[config.mk]
export PLATFORM = sky130hd
export DESIGN_NAME = io_port_responder
export DESIGN_NICKNAME = d
export VERILOG_FILES = /design/src/rtl/io_port_responder.sv
export SDC_FILE = /design/constraint.sdc
export NUM_CORES = 1
export LEC_CHECK = 0
export ABC_AREA = 0
export CAP_MARGIN = 30
export CORE_MARGIN = 2
export CORE_UTILIZATION = 54
export CTS_CLUSTER_SIZE = 25
export DETAILED_ROUTE_END_ITERATION = 6
export PLACE_DENSITY = 0.83
export SLEW_MARGIN = 20
export SYNTH_ARGS = -nofsm -noshare
export SYNTH_HDL_FRONTEND = slang
export SYNTH_SLANG_ARGS = --single-unit
[constraint.sdc]
create_clock -name clk -period 2.97 [get_ports clk]
set_clock_uncertainty 0.1 [all_clocks]
set_input_delay 0.594 -clock clk [delete_from_list [all_inputs] [get_ports clk]]
set_output_delay 0.594 -clock clk [all_outputs]
set_load 0.05 [all_outputs]
[src/rtl/io_port_responder.sv]
// io_port_responder: memory-mapped byte I/O target with a TX FIFO and a one-entry RX holding register.
// Define IO_PORT_IRQ_EN to add the irq output and make STATUS.ie writable.
module io_port_responder #(
  parameter logic [15:0] BASE_ADDR  = 16'hD000,
  parameter int          FIFO_DEPTH = 8
) (
  input  logic        clk,
  input  logic        reset,
  input  logic [15:0] address,
  input  logic [7:0]  wr_data,
  input  logic        wr_enable,
  output logic [7:0]  rd_data,
  output logic        hit,
  output logic [7:0]  tx_data,
  output logic        tx_valid,
  input  logic        tx_ready,
  input  logic [7:0]  rx_data,
  input  logic        rx_valid,
  output logic        rx_ready
`ifdef IO_PORT_IRQ_EN
  ,
  output logic        irq
`endif
);

  localparam int AW = (FIFO_DEPTH > 1) ? $clog2(FIFO_DEPTH) : 1;
  localparam int CW = $clog2(FIFO_DEPTH) + 1;
  localparam logic [CW-1:0] DEPTH_C = CW'(FIFO_DEPTH);

  localparam logic [1:0] OFF_TXDATA  = 2'd0;
  localparam logic [1:0] OFF_STATUS  = 2'd1;
  localparam logic [1:0] OFF_RXDATA  = 2'd2;
  localparam logic [1:0] OFF_TXCOUNT = 2'd3;

  logic          sel;
  logic [1:0]    offset;
  logic          bus_wr;

  logic [7:0]    mem [FIFO_DEPTH];
  logic [AW-1:0] wr_ptr;
  logic [AW-1:0] rd_ptr;
  logic [CW-1:0] count;
  logic          full;
  logic          empty;

  logic          push_req;
  logic          push;
  logic          pop;
  logic          drop;

  logic          ovf;
  logic          ovf_clr;
  logic          ie;

  logic          rx_full;
  logic [7:0]    rx_buf;
  logic          capture;
  logic          ack;

  logic [7:0]    status;
  logic [7:0]    rd_next;

  assign sel    = (address[15:2] == BASE_ADDR[15:2]);
  assign offset = address[1:0];
  assign bus_wr = wr_enable & sel;

  assign full  = (count == DEPTH_C);
  assign empty = (count == '0);

  // A push into a full FIFO is still accepted when the head leaves on the same edge.
  assign pop      = tx_valid & tx_ready;
  assign push_req = bus_wr & (offset == OFF_TXDATA);
  assign push     = push_req & (~full | pop);
  assign drop     = push_req & full & ~pop;
  assign ovf_clr  = bus_wr & (offset == OFF_STATUS) & wr_data[7];

  assign capture = rx_valid & rx_ready;
  assign ack     = bus_wr & (offset == OFF_RXDATA);

  assign tx_valid = ~empty;
  assign tx_data  = mem[rd_ptr];
  assign rx_ready = ~rx_full;

  always_ff @(posedge clk) begin
    if (push) begin
      mem[wr_ptr] <= wr_data;
    end
  end

  always_ff @(posedge clk or posedge reset) begin
    if (reset) begin
      wr_ptr <= '0;
      rd_ptr <= '0;
      count  <= '0;
    end else begin
      if (push) begin
        wr_ptr <= wr_ptr + 1'b1;
      end
      if (pop) begin
        rd_ptr <= rd_ptr + 1'b1;
      end
      case ({push, pop})
        2'b10:   count <= count + 1'b1;
        2'b01:   count <= count - 1'b1;
        default: count <= count;
      endcase
    end
  end

  // Overflow is sticky; a drop on the same edge as a clear keeps it set.
  always_ff @(posedge clk or posedge reset) begin
    if (reset) begin
      ovf <= 1'b0;
    end else if (drop) begin
      ovf <= 1'b1;
    end else if (ovf_clr) begin
      ovf <= 1'b0;
    end
  end

  always_ff @(posedge clk or posedge reset) begin
    if (reset) begin
      rx_full <= 1'b0;
      rx_buf  <= 8'h00;
    end else if (capture) begin
      rx_full <= 1'b1;
      rx_buf  <= rx_data;
    end else if (ack) begin
      rx_full <= 1'b0;
    end
  end

`ifdef IO_PORT_IRQ_EN
  always_ff @(posedge clk or posedge reset) begin
    if (reset) begin
      ie <= 1'b0;
    end else if (bus_wr && (offset == OFF_STATUS)) begin
      ie <= wr_data[3];
    end
  end

  // Level interrupt, one clock behind the state that causes it.
  always_ff @(posedge clk or posedge reset) begin
    if (reset) begin
      irq <= 1'b0;
    end else begin
      irq <= ie & (rx_full | ovf);
    end
  end
`else
  assign ie = 1'b0;
`endif

  assign status = {ovf, 2'b00, rx_full, ie, full, empty, 1'b0};

  always_comb begin
    rd_next = 8'h00;
    if (sel) begin
      case (offset)
        OFF_TXDATA:  rd_next = 8'h00;
        OFF_STATUS:  rd_next = status;
        OFF_RXDATA:  rd_next = rx_buf;
        OFF_TXCOUNT: rd_next = 8'(count);
        default:     rd_next = 8'h00;
      endcase
    end
  end

  // Reads are sampled every edge and reflect the state before that edge's updates.
  always_ff @(posedge clk or posedge reset) begin
    if (reset) begin
      rd_data <= 8'h00;
      hit     <= 1'b0;
    end else begin
      rd_data <= rd_next;
      hit     <= sel;
    end
  end

endmodule
==> impl_metrics.json, run 1 <==
{
  "drt_wl_total_um": 6800,
  "required_ps": 2280,
  "drt_iter0_drc": 121,
  "synth_top_family_by_area": "multiplexers",
  "drive_above_1_share_pct": 29.1,
  "drc": 0,
  "start_kind": "register",
  "ys_types": 39,
  "crit_path_end_kind": "output port",
  "power_frac_comb_pct": 32.5,
  "globalplace.congestion": 0.815,
  "max_freq_mhz": 353,
  "core_area_sq_um": 6870,
  "num-nets-final": 339,
  "crit_arrival_ps": 2140,
  "ys_ff_latch": 93,
  "synth_edf_count": 64,
  "die-area_sq_um": 7890,
  "synth_compound_area_share_pct": 1.74,
  "cts_buffers": 9,
  "fp.dieH_um": 88.8,
  "rsz0062_at_grt": "no",
  "syn_avg_cell_area_sq_um": 17.5,
  "yosysTopAreaCell": "edfxtp_1",
  "overflow": 0,
  "synth_mux_area_share_pct": 15.9,
  "min_path_type": "register to register",
  "synthAdderAreaFrac_pct": 1.61,
  "die_w_um": 88.8,
  "setup_viol_count_final": 0,
  "path_class": "register to output port",
  "fill_cells": 425,
  "slew-limit-headroom_pct": 47.8,
  "cts.sinks": 93,
  "syn_nets": 264,
  "antenna_found_initial": 0,
  "hold_viol": 0,
  "initial_utilization_pct": 56.5,
  "r2r_cells": 10,
  "num_antenna_cells": 0,
  "grt_usage_pct": 18.9,
  "async_flop_share_pct": 31.2,
  "synth_xor_area_share_pct": 2.03,
  "final_core_util_pct": 70.3,
  "synth_common_cells": "edfxtp_1 (64), dfrtp_1 (29), mux2_2 (21)",
  "fin_crit_sh_pct": 95.4,
  "avgViaCountPerCell": 5.57,
  "drv_slew": 0,
  "ys.flop_type": "edfxtp_1",
  "synth_top_area_share_pct": 49.5,
  "netlist_area_sq_um": 3880,
  "clock_path_buffers": 2,
  "internal-power_uw": 2400,
  "post-place-ws_ps": -205,
  "critical_path_peak_fanout": 8,
  "p_switching_uw": 1150,
  "status": "complete, no violations",
  "rows": 30,
  "ant_nets": 0,
  "setup_ws_ps": 136,
  "powerDensity_nw_per_um2": 734,
  "grt_pass1_vias": 2244,
  "leakagePower_uw": 0.00175,
  "cts_root_buf": "clkbuf_8",
  "yosys_warnings": 0,
  "seq_power_share_pct": 45.2,
  "worst_pin_slew_ps": 784,
  "clk_pin_slew_ps": 80,
  "swShare_pct": 32.4,
  "ios": 56,
  "hpwlAfterDp_um": 4730,
  "final-seq-area_sq_um": 2650,
  "dr.pass1.iters": 4,
  "grt_pass1_wl_um": 10700,
  "io_buffer_count": 55,
  "clkPwrFrac_pct": 22.4,
  "area_growth_pct": 24.4,
  "seq_area_frac_synth_pct": 68.2,
  "vias": 2217,
  "yosys.area_share.simple_pct": 7.96,
  "cts_tree": "yes",
  "hold_path_depth": 1,
  "r2r_slack_ps": 500,
  "cap_viol_max_count": 0,
  "clk_latency_ps": 350,
  "min_period_ps": 2830,
  "synth_area_leaders": "edfxtp_1 (49%), dfrtp_1 (19%), mux4_2 (9.3%)",
  "vdd_ir_drop_max_v": 0.000340,
  "timing.setup.tns_ps": 0,
  "routedWlPerCell_um": 17.1,
  "multi_input_area_sq_um": 1150,
  "yosysMostFrequentCell": "edfxtp_1",
  "syn_inst": 222,
  "cts_max_level": 3,
  "grt_max_degree": 30
}
-- kinds of logic after synthesis --
| group | Yosys count |
|---|---|
| flip-flops | 93 |
| buffers and inverters | 22 |
| XOR/XNOR | 9 |
| adder cells (fa/ha/maj) | 5 |
| multiplexers | 39 |
| AO/OA/AOI/OAI | 9 |
| AND/OR/NAND/NOR | 45 |
-- metrics by stage --
stage,total power (uW),instance area (sq um),hold slack [ps],std cells
after global routing,3710,4830,430,398
final,3550,4830,416,398
after detailed placement,2780,4630,395,382
after floorplan,2490,3880,372,222
after global placement,2760,4630,390,382
after CTS,3570,4820,418,398
-- critical path, cell delays in order (launching register included) --
cell and delay, ps:
dfrtp_1 490, nor4_2 490, inv_1 90, clkdlybuf4s50_1 710
-- cell usage in the layout, fill, tap and decap left out, drive strengths merged --
cell,instances
edfxtp,64
clkdlybuf4s50,47
dfrtp,29
buf,29
mux2,21
mux4,16
inv,10
clkbuf,10
nor2,9
nor4,9
xnor2,5
ha,5
xor2,4
nor2b,4
a22oi,4
nor4b,4
nand2,3
nor3,3
nand3,3
clkinv,3
nand4,2
nor3b,2
mux2i,2
clkinvlp,2
and2,1
and4bb,1
or3,1
o22a,1
a31oi,1
a2bb2oi,1
nand3b,1
nand2b,1
a2111oi,1
or4b,1
a21oi,1
bufinv,1
-- area by class of cell --
type                       instances  area share, %
sequential                        93           54.8
multi-input combinational        107           23.7
timing repair buffer              76           14.2
clock buffer                      10           2.64
tap                               96           2.49
clock inverter                     6           1.32
inverter                          10          0.777
-- repair_timing --
item,in CTS,in global routing
setup endpoints to repair,0,2
resized for setup,0,3
setup buffers,0,0
hold buffers,0,0
-- path summary, 6_finish.rpt --
| kind | startpoint | endpoint |
|---|---|---|
| min in group asynchronous | reset | rd_data[3]$_DFF_PP0_ |
| min | rx_buf[4]$_DFFE_PP0P_ | rx_buf[4]$_DFFE_PP0P_ |
| min reg2reg | rx_buf[4]$_DFFE_PP0P_ | rx_buf[4]$_DFFE_PP0P_ |
| max reg2reg | count[1]$_DFFE_PP0P_ | count[2]$_DFFE_PP0P_ |
| max in group asynchronous | reset | wr_ptr[0]$_DFFE_PP0P_ |
| max | count[1]$_DFFE_PP0P_ | tx_valid |
-- sequential cells by signal (all words and copies together), names as in the netlist --
register / count
rx_full: 1
hit: 1
count: 4
rd_ptr: 3
rx_buf: 8
wr_ptr: 3
rd_data: 8
ovf: 1
mem: 64
-- power by group through the flow --
stage / clock network, uW / logic, uW / registers (uW)
after floorplan: 0 / 973 / 1510
after global placement: 0 / 1140 / 1620
after detailed placement: 0 / 1160 / 1630
after CTS: 811 / 1160 / 1600
after global routing: 860 / 1240 / 1620
final: 793 / 1150 / 1600
-- per-layer routing --
metal,GRT usage [%],share of wire [%],vias to the layer above
li1,-,-,1011
met1,24.2,42,1120
met2,31.1,51,72
met3,4.57,5.1,14
met4,8.26,2.0,0
met5,0,0,-
(Power assumes the default switching activity.)
==> run 2: changes to the inputs <==
Settings changed: HOLD_SLACK_MARGIN set to 0.03.
Clock period 2.97 ns to 3.1 ns, I/O delays scaled along.
==> run 2 against run 1 <==
Net effect:
- count of clock-buffer cells in the layout is 1 lower
- via count decreased by 3.0%
- die area stayed put
- largest power group unchanged
- sequential power shrank 4%
- critical path depth stayed put
- first-iteration DRC count increased by 9.1%
- register-to-register slack about the same
- worst setup slack gained 9.1 ps
- routed wire length is 3.9% higher
==> impl_metrics.json, run 2 (synthesized netlist as in run 1, its figures left out) <==
{
  "hold_viol": 0,
  "antenna_found_initial": 0,
  "cts_max_level": 3,
  "overflow": 0,
  "dr.pass1.iters": 4,
  "crit_path_end_kind": "output port",
  "drt_wl_total_um": 7060,
  "grt_max_degree": 30,
  "reg_top3": "mem x64, rd_data x8, rx_buf x8",
  "cts.sinks": 93,
  "grt_pass1_vias": 2219,
  "globalplace.congestion": 0.812,
  "ios": 56,
  "cap_viol_max_count": 0,
  "rsz0062_at_grt": "no",
  "leakagePower_uw": 0.00176,
  "cts_root_buf": "clkbuf_8",
  "core_area_sq_um": 6870,
  "final_common_cell": "edfxtp_1",
  "cts_tree": "yes",
  "drive_above_1_share_pct": 28.6,
  "min_path_type": "register to register",
  "routedWlPerCell_um": 17.8,
  "ant_nets": 0,
  "total_power_uw": 3510,
  "post_cts_buffers": 0,
  "fill_cells": 429,
  "powerDensity_nw_per_um2": 724,
  "die_w_um": 88.8,
  "final_core_util_pct": 70.5,
  "max_freq_mhz": 338,
  "vias": 2150,
  "vdd_ir_drop_max_v": 0.000246,
  "crit_arrival_ps": 2240,
  "clock_path_buffers": 2,
  "drc": 0,
  "hpwlAfterDp_um": 4730,
  "num-nets-final": 338,
  "initial_utilization_pct": 56.5,
  "cts_buffers": 9,
  "min_period_ps": 2960,
  "largest_register_ffs": 64,
  "status": "complete, no violations",
  "cts-resized-gates": 0,
  "required_ps": 2380,
  "grt_usage_pct": 19.7,
  "num_antenna_cells": 0,
  "fp.dieH_um": 88.8,
  "die-area_sq_um": 7890,
  "regMostFlops": "mem",
  "layout_common_cells": "edfxtp_1 (64), clkdlybuf4s50_1 (47), dfrtp_1 (29)",
  "hold_buffers": 0,
  "avgViaCountPerCell": 5.42,
  "rows": 30,
  "clk_latency_ps": 360,
  "io_buffer_count": 55,
  "area_growth_pct": 24.7,
  "start_kind": "register",
  "slew-limit-headroom_pct": 48.3,
  "drt_iter0_drc": 132,
  "setup_viol_count_final": 0,
  "fin_crit_sh_pct": 95.3,
  "clk_pin_slew_ps": 90,
  "timing.setup.tns_ps": 0,
  "worst_pin_slew_ps": 774,
  "path_class": "register to output port",
  "critical_path_peak_fanout": 8,
  "grt_pass1_wl_um": 11100,
  "drv_slew": 0
}
-- run 2: cell count changes in the layout (fill, tap and decap cells not counted), sizes merged --
cell      previous run  this run
bufinv               1         2
clkbuf              10         9
clkinvlp             2         1
inv                 10        12
clkinv               3         2
buf                 29        28
-- run 2: path summary, 6_finish.rpt --
check	start	endpoint	slack, ps	cells past startpoint
worst max-delay path	count[1]$_DFFE_PP0P_	tx_valid	140	3
worst min-delay path	rx_buf[6]$_DFFE_PP0P_	rx_buf[6]$_DFFE_PP0P_	410	1
worst max register to register	count[1]$_DFFE_PP0P_	count[3]$_DFFE_PP0P_	510	7
worst min register to register	rx_buf[6]$_DFFE_PP0P_	rx_buf[6]$_DFFE_PP0P_	410	1
max in group asynchronous	reset	wr_ptr[0]$_DFFE_PP0P_	2100	3
min in group asynchronous	reset	count[1]$_DFFE_PP0P_	520	3
-- run 2: report_power, final --
part | leakage [uW] | total [uW] | internal, uW | switching (uW)
registers | 0.000946 | 1530 | 1390 | 141
logic | 0.000706 | 1100 | 534 | 567
clock network | 0.000108 | 875 | 458 | 417
-- run 2: critical path, cell delays in order (launching register included) --
cell,delay (ps)
dfrtp_1,480
nor4_1,580
inv_1,90
clkdlybuf4s50_1,720
-- run 2: layout make-up --
| class | instances | area, sq um | share of cell area [%] |
|---|---|---|---|
| Tap cell | 96 | 120 | 2.48 |
| Inverter | 10 | 37.5 | 0.775 |
| Clock buffer | 9 | 124 | 2.56 |
| Timing Repair Buffer | 75 | 681 | 14.1 |
| Sequential cell | 93 | 2650 | 54.7 |
| Multi-Input combinational cell | 107 | 1130 | 23.4 |
| Clock inverter | 7 | 97.6 | 2.02 |
-- run 2: metrics by stage --
stage / std cells / worst slack, ps / cell area (sq um) / hold slack, ps
final: 397 / 145 / 4840 / 409
after detailed placement: 381 / -104 / 4620 / 391
after global placement: 381 / -30.7 / 4620 / 390
after floorplan: 222 / 258 / 3880 / 372
after global routing: 397 / 18.0 / 4840 / 424
after CTS: 397 / 159 / 4840 / 414
-- run 2: per-layer routing --
metal  GRT usage (%)  vias up  share of wire [%]
met1            26.6     1076                 43
li1                -     1006                  -
met5               0        -                  0
met3            5.04        7                5.2
met4            5.79        0                1.0
met2            32.0       61                 50
